$ cat config.mk
export PLATFORM = sky130hd
export DESIGN_NAME = regfile_writeback
export DESIGN_NICKNAME = d
export VERILOG_FILES = /design/src/rtl/regfile_writeback.sv
export SDC_FILE = /design/constraint.sdc
export NUM_CORES = 1
export LEC_CHECK = 0
export CORE_MARGIN = 2
export CORE_UTILIZATION = 45
export CTS_CLUSTER_DIAMETER = 30
export DETAILED_ROUTE_END_ITERATION = 8
export PLACE_DENSITY_LB_ADDON = 0.2
export SYNTH_ARGS = -nofsm -noshare
export SYNTH_HDL_FRONTEND = slang
export SYNTH_SLANG_ARGS = --single-unit
$ cat constraint.sdc
create_clock -name clk -period 8.6 [get_ports clk]
set_input_delay 1.72 -clock clk [delete_from_list [all_inputs] [get_ports clk]]
set_output_delay 1.72 -clock clk [all_outputs]
set_load 0.05 [all_outputs]
$ cat src/rtl/regfile_writeback.sv
// Write-back register file: 32x32 array behind a one-entry commit buffer,
// with same-cycle bypass and a post-reset clear sequencer.
module regfile_writeback #(
    parameter int DW = 32,
    parameter int AW = 5
) (
    input  logic          clk,
    input  logic          reset,
    input  logic [AW-1:0] RA1,
    input  logic [AW-1:0] RA2,
    output logic [DW-1:0] RD1,
    output logic [DW-1:0] RD2,
    input  logic [AW-1:0] WA,
    input  logic [DW-1:0] WD,
    input  logic          WZ,
    input  logic          W_valid,
    output logic          W_ready,
    output logic          Zflag,
    output logic          busy
);

    typedef enum logic {
        CLEAR = 1'b0,
        RUN   = 1'b1
    } state_t;

    localparam int DEPTH = 2 ** AW;
    localparam logic [AW-1:0] CNT_ONE = AW'(1);
    localparam logic [AW-1:0] CNT_MAX = {AW{1'b1}};

    state_t        state_q;
    logic [AW-1:0] cnt_q;
    logic          pend_v_q;
    logic [AW-1:0] pend_a_q;
    logic [DW-1:0] pend_d_q;
    logic          zflag_q;

    logic [DW-1:0] mem_q [DEPTH];

    logic          accept;
    logic          mem_we;
    logic [AW-1:0] mem_wa;
    logic [DW-1:0] mem_wd;

    assign W_ready = (state_q == RUN);
    assign busy    = (state_q == CLEAR);
    assign Zflag   = zflag_q;
    assign accept  = W_valid && W_ready;

    always_ff @(posedge clk) begin
        if (reset) begin
            state_q  <= CLEAR;
            cnt_q    <= '0;
            pend_v_q <= 1'b0;
            zflag_q  <= 1'b0;
        end else begin
            unique case (state_q)
                CLEAR: begin
                    cnt_q <= cnt_q + CNT_ONE;
                    if (cnt_q == CNT_MAX) begin
                        state_q <= RUN;
                    end
                end
                RUN: begin
                    if (accept) begin
                        zflag_q <= WZ;
                    end
                end
                default: state_q <= CLEAR;
            endcase
            pend_v_q <= accept;
        end
    end

    always_ff @(posedge clk) begin
        if (accept && !reset) begin
            pend_a_q <= WA;
            pend_d_q <= WD;
        end
    end

    // Clear and commit never overlap: nothing is pending while clearing.
    always_comb begin
        mem_we = 1'b0;
        mem_wa = '0;
        mem_wd = '0;
        if (!reset) begin
            if (state_q == CLEAR) begin
                mem_we = 1'b1;
                mem_wa = cnt_q;
            end else if (pend_v_q && (pend_a_q != '0)) begin
                mem_we = 1'b1;
                mem_wa = pend_a_q;
                mem_wd = pend_d_q;
            end
        end
    end

    always_ff @(posedge clk) begin
        if (mem_we) begin
            mem_q[mem_wa] <= mem_wd;
        end
    end

    function automatic logic [DW-1:0] rd(input logic [AW-1:0] a);
        logic [DW-1:0] r;
        r = '0;
        if (state_q == RUN && a != '0) begin
            if (pend_v_q && pend_a_q == a) begin
                r = pend_d_q;
            end else begin
                r = mem_q[a];
            end
        end
        return r;
    endfunction

    assign RD1 = rd(RA1);
    assign RD2 = rd(RA2);

endmodule

* Word level (Yosys, flattened, before mapping)
Memory sizes are Yosys's and may differ from the RTL's.
Index checks and enable logic that the tools add are counted.
** Storage, ports and cells
- Logic and storage cells :: 41
- RAM bits :: 1024
- Latch bits :: 0
- ROM bits :: 0
- Flip-flop bits (word level) :: 45
- Memories kept :: 1
** Memory list
- mem_q :: words 32, width 32, rd ports 2, clocked after memory_dff 0, wr ports 1, line 38 : logic [DW-1:0] mem_q [DEPTH];
** Operators by class
- Div/mod/pow operators :: 0
- Order comparisons :: 0
- Muxes and demuxes :: 17
- $mul :: 0
- Bitwise operators :: 1
- Add/sub/neg operators :: 1
- Reduce and logical (&&, ||, !) cells :: 12
- Eq/ne operators :: 3
- Shifts and indexed selects :: 0
** Operator list (number)
- $mux W32 :: 7
- $mux W5 :: 3
- $reduce_bool A5 Y1 :: 3
- $eq A5 B5 Y1 :: 2
- $logic_and A1 B1 Y1 :: 7
- $mux W1 :: 7
- $add A5 B1 Y5 const B :: 1
- $eq A5 B5 Y1 const B :: 1
- $reduce_and A2 Y1 :: 1
- $logic_not A1 Y1 :: 1
- $not A1 Y1 :: 1

* Depth between registers and ports, before layout
Gate-level depths: netlist (run 1).
- Depth after elaboration :: 7
- Gate-level depth with buffers :: 9

* Worst setup path after synthesis (run 1)
OpenSTA, ideal clock, no wires.
- Path kind :: input to output
- Start point :: input port RA1[0]
- End point :: output port RD1[29]
- Path slack :: 2.784 ns
- Data required time :: 6.880 ns
- Stages :: 8
- Buffers on the path :: 4
- Arrival :: 4.096 ns
- Path through :: buf_2 > buf_6 > buf_6 > o41ai_1 > o21ba_2 > buf_2 > o221ai_1 > o31ai_1
** On the way
- Longest elaborated chain between the ends :: 4
** Ends and longest elaborated chain
- from (decl) :: line 9 : input logic [AW-1:0] RA1,
- branches (longest 3 deep; another with $mem_v2 Z32 W32)
- $mux W32 * :: line 108 : if (state_q == RUN && a != '0) begin
- to (decl) :: line 11 : output logic [DW-1:0] RD1,
Every way passes the cells marked *.

* Worst setup path in the final report (run 1)
- Start point :: input port RA2[1]
- End point :: output port RD2[3]
** On the way
- Longest elaborated chain between the ends :: 4
** Ends and longest elaborated chain
- from (decl) :: line 10 : input logic [AW-1:0] RA2,
- branches (longest 3 deep; another with $mem_v2 Z32 W32)
- $mux W32 * :: line 108
- to (decl) :: line 12 : output logic [DW-1:0] RD2,
Marks and branches as above.

==> impl_results.md, run 1 <==
- Routed wire length per instance: 35.6 um
- Fraction of the cycle the final worst path needs: 0.829
- Final hold violation count: 0
- Max stage delay cell, worst path: sky130_fd_sc_hd__o2111ai_4
- Sequential cell area fraction in the yosys report: 0.640
- Final setup skew: 0.0328 ns
- Final-layout fill cell count: 8482
- HPWL Detailed: 84.1 mm
- Placement Rows: 122
- X dimension of the die: 337 um
- Maximum operating frequency: 0.140 GHz
- Count of vias placed by the detailed router: 29900
- Clock sink total: 1069
- CORE AREA: 111000 um^2
- Port Buffers: 117
- Flip-flop and latch area: 32000 um^2
- Chip height: 337 um
- Clock Path Buffers: 3
- Residual DRC: 0
- Multi-input logic area: 17200 um^2
- Kind of critical path: in -> out
- Clk_lat worst skew: 0.80 ns
- Root buffer cell: sky130_fd_sc_hd__clkbuf_16
- Antenna Nets Post-Route: 0
- Unrepaired setup endpoints after global routing: false
- Yosys warns: 0
- Worst setup SP type: primary input
- Final critical-path setup slack: 1.47 ns
- DRT Wirelength: 159 mm
- Final-report setup violation count: 0
- Number of CTS-inserted buffers: 221
- Worst R2R Path Depth: 5
- Layout cells sized above 1: 0.356
- GRT Overall Usage: 0.282
- Initial drt markers: 3605
- Async SR Flop Fraction: 0
- Worst Path Buf+Inv: 3
- Global placement routability congestion: 0.810
- Post-Synthesis Cell Area: 50000 um^2
- Post-synthesis net count: 2644
- Drt pass-1 iters: 5
- GRT Residual Overflow: 0
- Post-synth EDFFs: 1061
- Summed negative setup slack over all endpoints: 0 ns
- Post-CTS setup repair buffer count: 0
- Utilization after layout: 0.547
- Via count of the first global-routing pass: 30900
- TritonCTS clock tree: built
- Final Slew Violations: 0
- Type of the tightest min-delay check: reg -> reg
- Vias per std cell: 6.68
- Instance count on the critical path: 8
- Total Die Area: 114000 um^2
- Fin crit period: 7.13 ns
- Gate family responsible for the most delay along the worst path: buffers and inverters
- Initial antenna violation count: 1
- Run status: complete, no violations
- Number of gates resized after CTS: 0
- Crit path DAT: 5.41 ns
- Unique masters post-synth: 46
- Hold depth: 2
- Worst slew margin: 0.154
- Post-Place Setup Slack: 1.50 ns
- Final net count: 2848
- Post-synthesis to final-layout area growth: 20.8%
- Static Leakage: 17.1 nW
- Clock slew at the register clock pins of the worst setup and hold paths: 0.05 ns
- Maximum level of the CTS H-tree: 4
- Required time at the endpoint of the critical path: 6.88 ns
- Cells along the critical path: buf_8, xnor2_1, nand4_1, o2111ai_4, buf_4, a21oi_1, a221o_1, clkdlybuf4s50_1
- Max incr delay on CP: 1.06 ns
- Synthesized area per cell: 19.3 um^2
- Worst Path Max Fanout: 60
- Main synth FF type: sky130_fd_sc_hd__edfxtp_1
- Largest net degree at the start of global routing: 94
- Number of register bits inferred by synthesis: 1069
- Wire length of the first global-routing pass: 226 mm
- Worst Setup End Kind: output pin
- Areal power density over the cells: 244 nW/um^2
- Count of boundary I/O pins: 118
- Worst IR drop on VDD: 152 uV
- Initial Util: 0.453
- CTS Hold Bufs: 0
- Max capacitance violation total: 0
- Worst slew pin tran: 1.27 ns
- Gate Count Post-Synth: 2591
==> cells in the mapped netlist (25+ instances only) <==
| cell | n | share of area |
|---|---|---|
| sky130_fd_sc_hd__o221ai_1 | 32 | 0.0056 |
| sky130_fd_sc_hd__and2_1 | 64 | 0.0080 |
| sky130_fd_sc_hd__o22ai_1 | 25 | 0.0031 |
| sky130_fd_sc_hd__clkbuf_1 | 74 | 0.0056 |
| sky130_fd_sc_hd__nor2_1 | 55 | 0.0041 |
| sky130_fd_sc_hd__o21bai_1 | 32 | 0.0048 |
| sky130_fd_sc_hd__a211o_1 | 32 | 0.0056 |
| sky130_fd_sc_hd__mux2_2 | 100 | 0.023 |
| sky130_fd_sc_hd__edfxtp_1 | 1061 | 0.64 |
| sky130_fd_sc_hd__nand2_1 | 48 | 0.0036 |
| sky130_fd_sc_hd__a22oi_1 | 32 | 0.0048 |
| sky130_fd_sc_hd__a221oi_1 | 64 | 0.011 |
| sky130_fd_sc_hd__mux2i_1 | 164 | 0.033 |
| sky130_fd_sc_hd__a21oi_1 | 70 | 0.0070 |
| sky130_fd_sc_hd__a221o_1 | 32 | 0.0064 |
| sky130_fd_sc_hd__buf_2 | 78 | 0.0078 |
| sky130_fd_sc_hd__mux4_2 | 455 | 0.20 |
| sky130_fd_sc_hd__o21ai_1 | 26 | 0.0026 |
==> cell usage in the layout, fill, tap and decap left out, drive strengths merged, types with 4 or more instances in the layout <==
cell / n
or2: 4
o21ai: 28
clkdlybuf4s50: 80
edfxtp: 1061
and2: 64
clkbuf: 259
a22oi: 32
mux2i: 164
a221oi: 64
nor3: 5
xnor2: 11
buf: 110
nand3: 5
nor2b: 11
nand4: 4
a211o: 32
o31ai: 9
a211oi: 7
o22ai: 25
clkinvlp: 22
inv: 16
a221o: 32
mux2: 100
and3: 4
clkinv: 89
nand2: 48
a21oi: 70
bufinv: 28
dfxtp: 8
o21bai: 32
mux4: 455
nor2: 55
o221ai: 32
==> area by class of cell <==
class / instances / area share
clock inverter: 150 / 0.0288
tap: 1488 / 0.0308
multi-input combinational: 1307 / 0.285
antenna: 1 / 0.0000414
timing repair buffer: 191 / 0.0302
clock buffer: 258 / 0.0954
sequential: 1069 / 0.530
inverter: 5 / 0.000331
==> sequential cells by signal (all words and copies together), names as in the netlist <==
signal / cells
pend_v_q: 1
pend_a_q: 5
pend_d_q: 32
cnt_q: 5
Zflag: 1
mem_q: 1024
W_ready: 1
==> routing by layer <==
metal / share of wire / track usage / vias up / wire, um
met5: 0.000082 / 0 / - / 13
met4: 0.042 / 0.122 / 2 / 6700
met3: 0.098 / 0.0686 / 397 / 15600
met2: 0.47 / 0.445 / 1844 / 75400
met1: 0.39 / 0.376 / 15900 / 61500
li1: - / - / 11700 / -
==> metrics by stage <==
stage | power [mW] | hold slack [ns] | std cells | cell area, um^2
2_1_floorplan | 6.18 | 0.465 | 2591 | 50000
3_3_place_gp | 6.37 | 0.445 | 4060 | 52900
3_5_place_dp | 6.37 | 0.462 | 4060 | 52900
4_1_cts | 14.8 | 0.470 | 4468 | 60400
5_1_grt | 15.1 | 0.508 | 4468 | 60400
6_report | 14.7 | 0.462 | 4469 | 60400
==> worst reg2reg max path, cell delays in order, from the launching register on <==
cell and delay, ns:
sky130_fd_sc_hd__dfxtp_1 0.30, sky130_fd_sc_hd__buf_4 0.28, sky130_fd_sc_hd__clkinv_1 0.33, sky130_fd_sc_hd__nor3_2 0.83, sky130_fd_sc_hd__buf_4 0.68, sky130_fd_sc_hd__and2_1 1.04
==> logic make-up (layout without fill, tap and decap cells) <==
group	Yosys count	after routing	share of synthesized area
buffers and inverters	215	604	0.0219
xor gates and xnor gates	12	12	0.00210
AOI/OAI and AO/OA	371	371	0.0551
adders and majority gates	2	2	0.000500
other	0	1	0
DFF	1069	1069	0.640
muxes	719	719	0.260
and+or+nand+nor	203	203	0.0200
==> where the power goes <==
group	total [mW]	switching (mW)	internal, mW
logic	0.567	0.339	0.228
registers	5.71	0.0150	5.70
clock network	8.44	2.83	5.61
total	14.7	3.18	11.5
==> path summary, 6_finish.rpt <==
path	startpoint	endpoint	slack, ns
max	RA2[1]	RD2[3]	1.47
max reg2reg	W_ready$_SDFF_PP0_	mem_q[20][20]$_DFFE_PP_	4.75
min reg2reg	Zflag$_SDFFE_PP0P_	Zflag$_SDFFE_PP0P_	0.46
min	Zflag$_SDFFE_PP0P_	Zflag$_SDFFE_PP0P_	0.46
Power figures use the tool's default switching activity.
==> run 2: changes to the inputs <==
==> constraint.sdc (replaced) <==
create_clock -name clk -period 5.9 [get_ports clk]
set_input_delay 1.18 -clock clk [delete_from_list [all_inputs] [get_ports clk]]
set_output_delay 1.18 -clock clk [all_outputs]
set_load 0.05 [all_outputs]
==> impl_results.md, run 2 (synthesized netlist as in run 1, its figures left out) <==
- Run status: complete, no violations
- Global placement routability congestion: 0.845
- Largest registers ranked by flip-flop count: mem_q: 1024 flops, pend_d_q: 32 flops
- Clk_lat worst skew: 0.80 ns
- Areal power density over the cells: 349 nW/um^2
- Final net count: 2876
- Largest net degree at the start of global routing: 112
- Worst slew margin: 0.122
- Kind of critical path: in -> out
- Fin crit period: 5.66 ns
- Static Leakage: 17.6 nW
- Post-route cell area: 61600 um^2
- Clock Power Share: 0.574
- Switching part of the total: 0.218
- Commonest cells after routing, fill and taps aside: sky130_fd_sc_hd__edfxtp_1 (1061), sky130_fd_sc_hd__mux4_2 (455), sky130_fd_sc_hd__clkbuf_16 (226), sky130_fd_sc_hd__mux2i_1 (164), sky130_fd_sc_hd__mux2_2 (100)
- Final-layout fill cell count: 8273
- Maximum level of the CTS H-tree: 4
- Clock slew at the register clock pins of the worst setup and hold paths: 0.04 ns
- Total Die Area: 114000 um^2
- Register name with the most flops: mem_q
- Initial antenna violation count: 1
- Hold depth: 2
- Final Slew Violations: 0
- Worst slew pin tran: 1.32 ns
- Worst Path Max Fanout: 20
- Post-CTS setup repair buffer count: 0
- Worst IR drop on VDD: 232 uV
- GRT Residual Overflow: 0
- Multi-input logic area: 17200 um^2
- Chip height: 337 um
- Port Buffers: 117
- Required time at the endpoint of the critical path: 4.72 ns
- Worst Setup End Kind: output pin
- Antenna cells: 0
- Final hold violation count: 0
- Type of the tightest min-delay check: reg -> reg
- Via count of the first global-routing pass: 31400
- Vias per std cell: 6.70
- Worst setup SP type: primary input
- Final setup skew: 0.0334 ns
- Routed wire length per instance: 35.6 um
- R2r endpoint: mem_q[27][27]$_DFFE_PP_
- Cell Int Power: 16.8 mW
- HPWL Detailed: 87.5 mm
- Residual DRC: 0
- Wire length of the first global-routing pass: 228 mm
- Combinational power share: 0.039
- X dimension of the die: 337 um
- Crit path DAT: 4.48 ns
- Antenna Nets Post-Route: 0
- Summed negative setup slack over all endpoints: 0 ns
- Initial Util: 0.453
- Number of gates resized after CTS: 0
- Clock Path Buffers: 3
- Worst R2R Path Depth: 5
- TritonCTS clock tree: built
- GRT Overall Usage: 0.284
- Count of vias placed by the detailed router: 30100
- Initial drt markers: 3996
- Maximum operating frequency: 0.177 GHz
- Most common library cell in the layout ignoring fill and taps: sky130_fd_sc_hd__edfxtp_1
- Worst Hold Endpoint: Zflag$_SDFFE_PP0P_
- Fraction of the cycle the final worst path needs: 0.959
- Flip-flop and latch area: 32000 um^2
- Clock sink total: 1069
- Sw power: 4.70 mW
- Worst Hold Launch: Zflag$_SDFFE_PP0P_
- Post-Place Setup Slack: 0.440 ns
- Placement Rows: 122
- Post-synthesis to final-layout area growth: 23.2%
- Final hold slack: 0.461 ns
- Layout cells sized above 1: 0.379
- Number of CTS-inserted buffers: 223
- CORE AREA: 111000 um^2
- Count of boundary I/O pins: 118
- Max capacitance violation total: 0
- CTS Hold Bufs: 0
- Final-report setup violation count: 0
- Origin of the critical flop-to-flop path: W_ready$_SDFF_PP0_
- Largest register FFs: 1024
- Final critical-path setup slack: 0.245 ns
- Proportion of power drawn by flip-flops and latches: 0.387
- Slack of the worst reg-to-reg path: 2.53 ns
- Unrepaired setup endpoints after global routing: false
- DRT Wirelength: 160 mm
- Drt pass-1 iters: 6
- Root buffer cell: sky130_fd_sc_hd__clkbuf_16
- Placed Instance Area: 54100 um^2
## run 2: power by group through the flow
stage	Combinational, mW	Sequential, mW	Clock (mW)
6_report	0.846	8.33	12.4
5_1_grt	0.878	8.32	12.9
3_5_place_dp	0.839	8.46	0
2_1_floorplan	0.561	8.45	0
4_1_cts	0.842	8.32	12.5
3_3_place_gp	0.834	8.46	0
## run 2: per-stage QoR
step	power (mW)	std cells	util
2_1_floorplan	9.01	2591	-
3_3_place_gp	9.29	4086	0.490
3_5_place_dp	9.30	4086	0.490
4_1_cts	21.6	4497	0.558
5_1_grt	22.1	4497	0.558
6_report	21.5	4497	0.558
## run 2: area by class of cell
class                   count  share of cell area
clock buffers             246              0.0930
clock inverters           165              0.0293
repair buffers            217              0.0486
well taps                1488              0.0302
flip-flops and latches   1069               0.520
multi-input cells        1307               0.279
inverters                   5            0.000325
## run 2: per-layer routing
metal,global-route usage,vias up,wire (um)
met5,0,-,14
met4,0.107,2,5630
met3,0.0702,358,16300
met2,0.453,1866,76900
met1,0.380,16100,61100
li1,-,11800,-
## run 2: worst max path at each step
| stage | startpoint | end | slack [ns] | cells after the start |
|---|---|---|---|---|
| floorplan | RA1[0] | RD1[29] | 1.16 | 8 |
| global placement | RA2[3] | RD2[23] | 0.32 | 7 |
| detailed placement | RA2[3] | RD2[23] | 0.44 | 7 |
| CTS | RA2[3] | RD2[23] | 0.43 | 7 |
| global route | RA2[3] | RD2[23] | 0.22 | 7 |
| finish | RA2[3] | RD2[23] | 0.24 | 7 |
## run 2: critical path: stages
cell                              delay (ns)
sky130_fd_sc_hd__clkdlybuf4s50_1        0.67
sky130_fd_sc_hd__xnor2_1                0.16
sky130_fd_sc_hd__nand2_1                0.14
sky130_fd_sc_hd__nor3_2                 1.03
sky130_fd_sc_hd__buf_4                  0.57
sky130_fd_sc_hd__a221o_1                0.49
sky130_fd_sc_hd__buf_12                 0.19
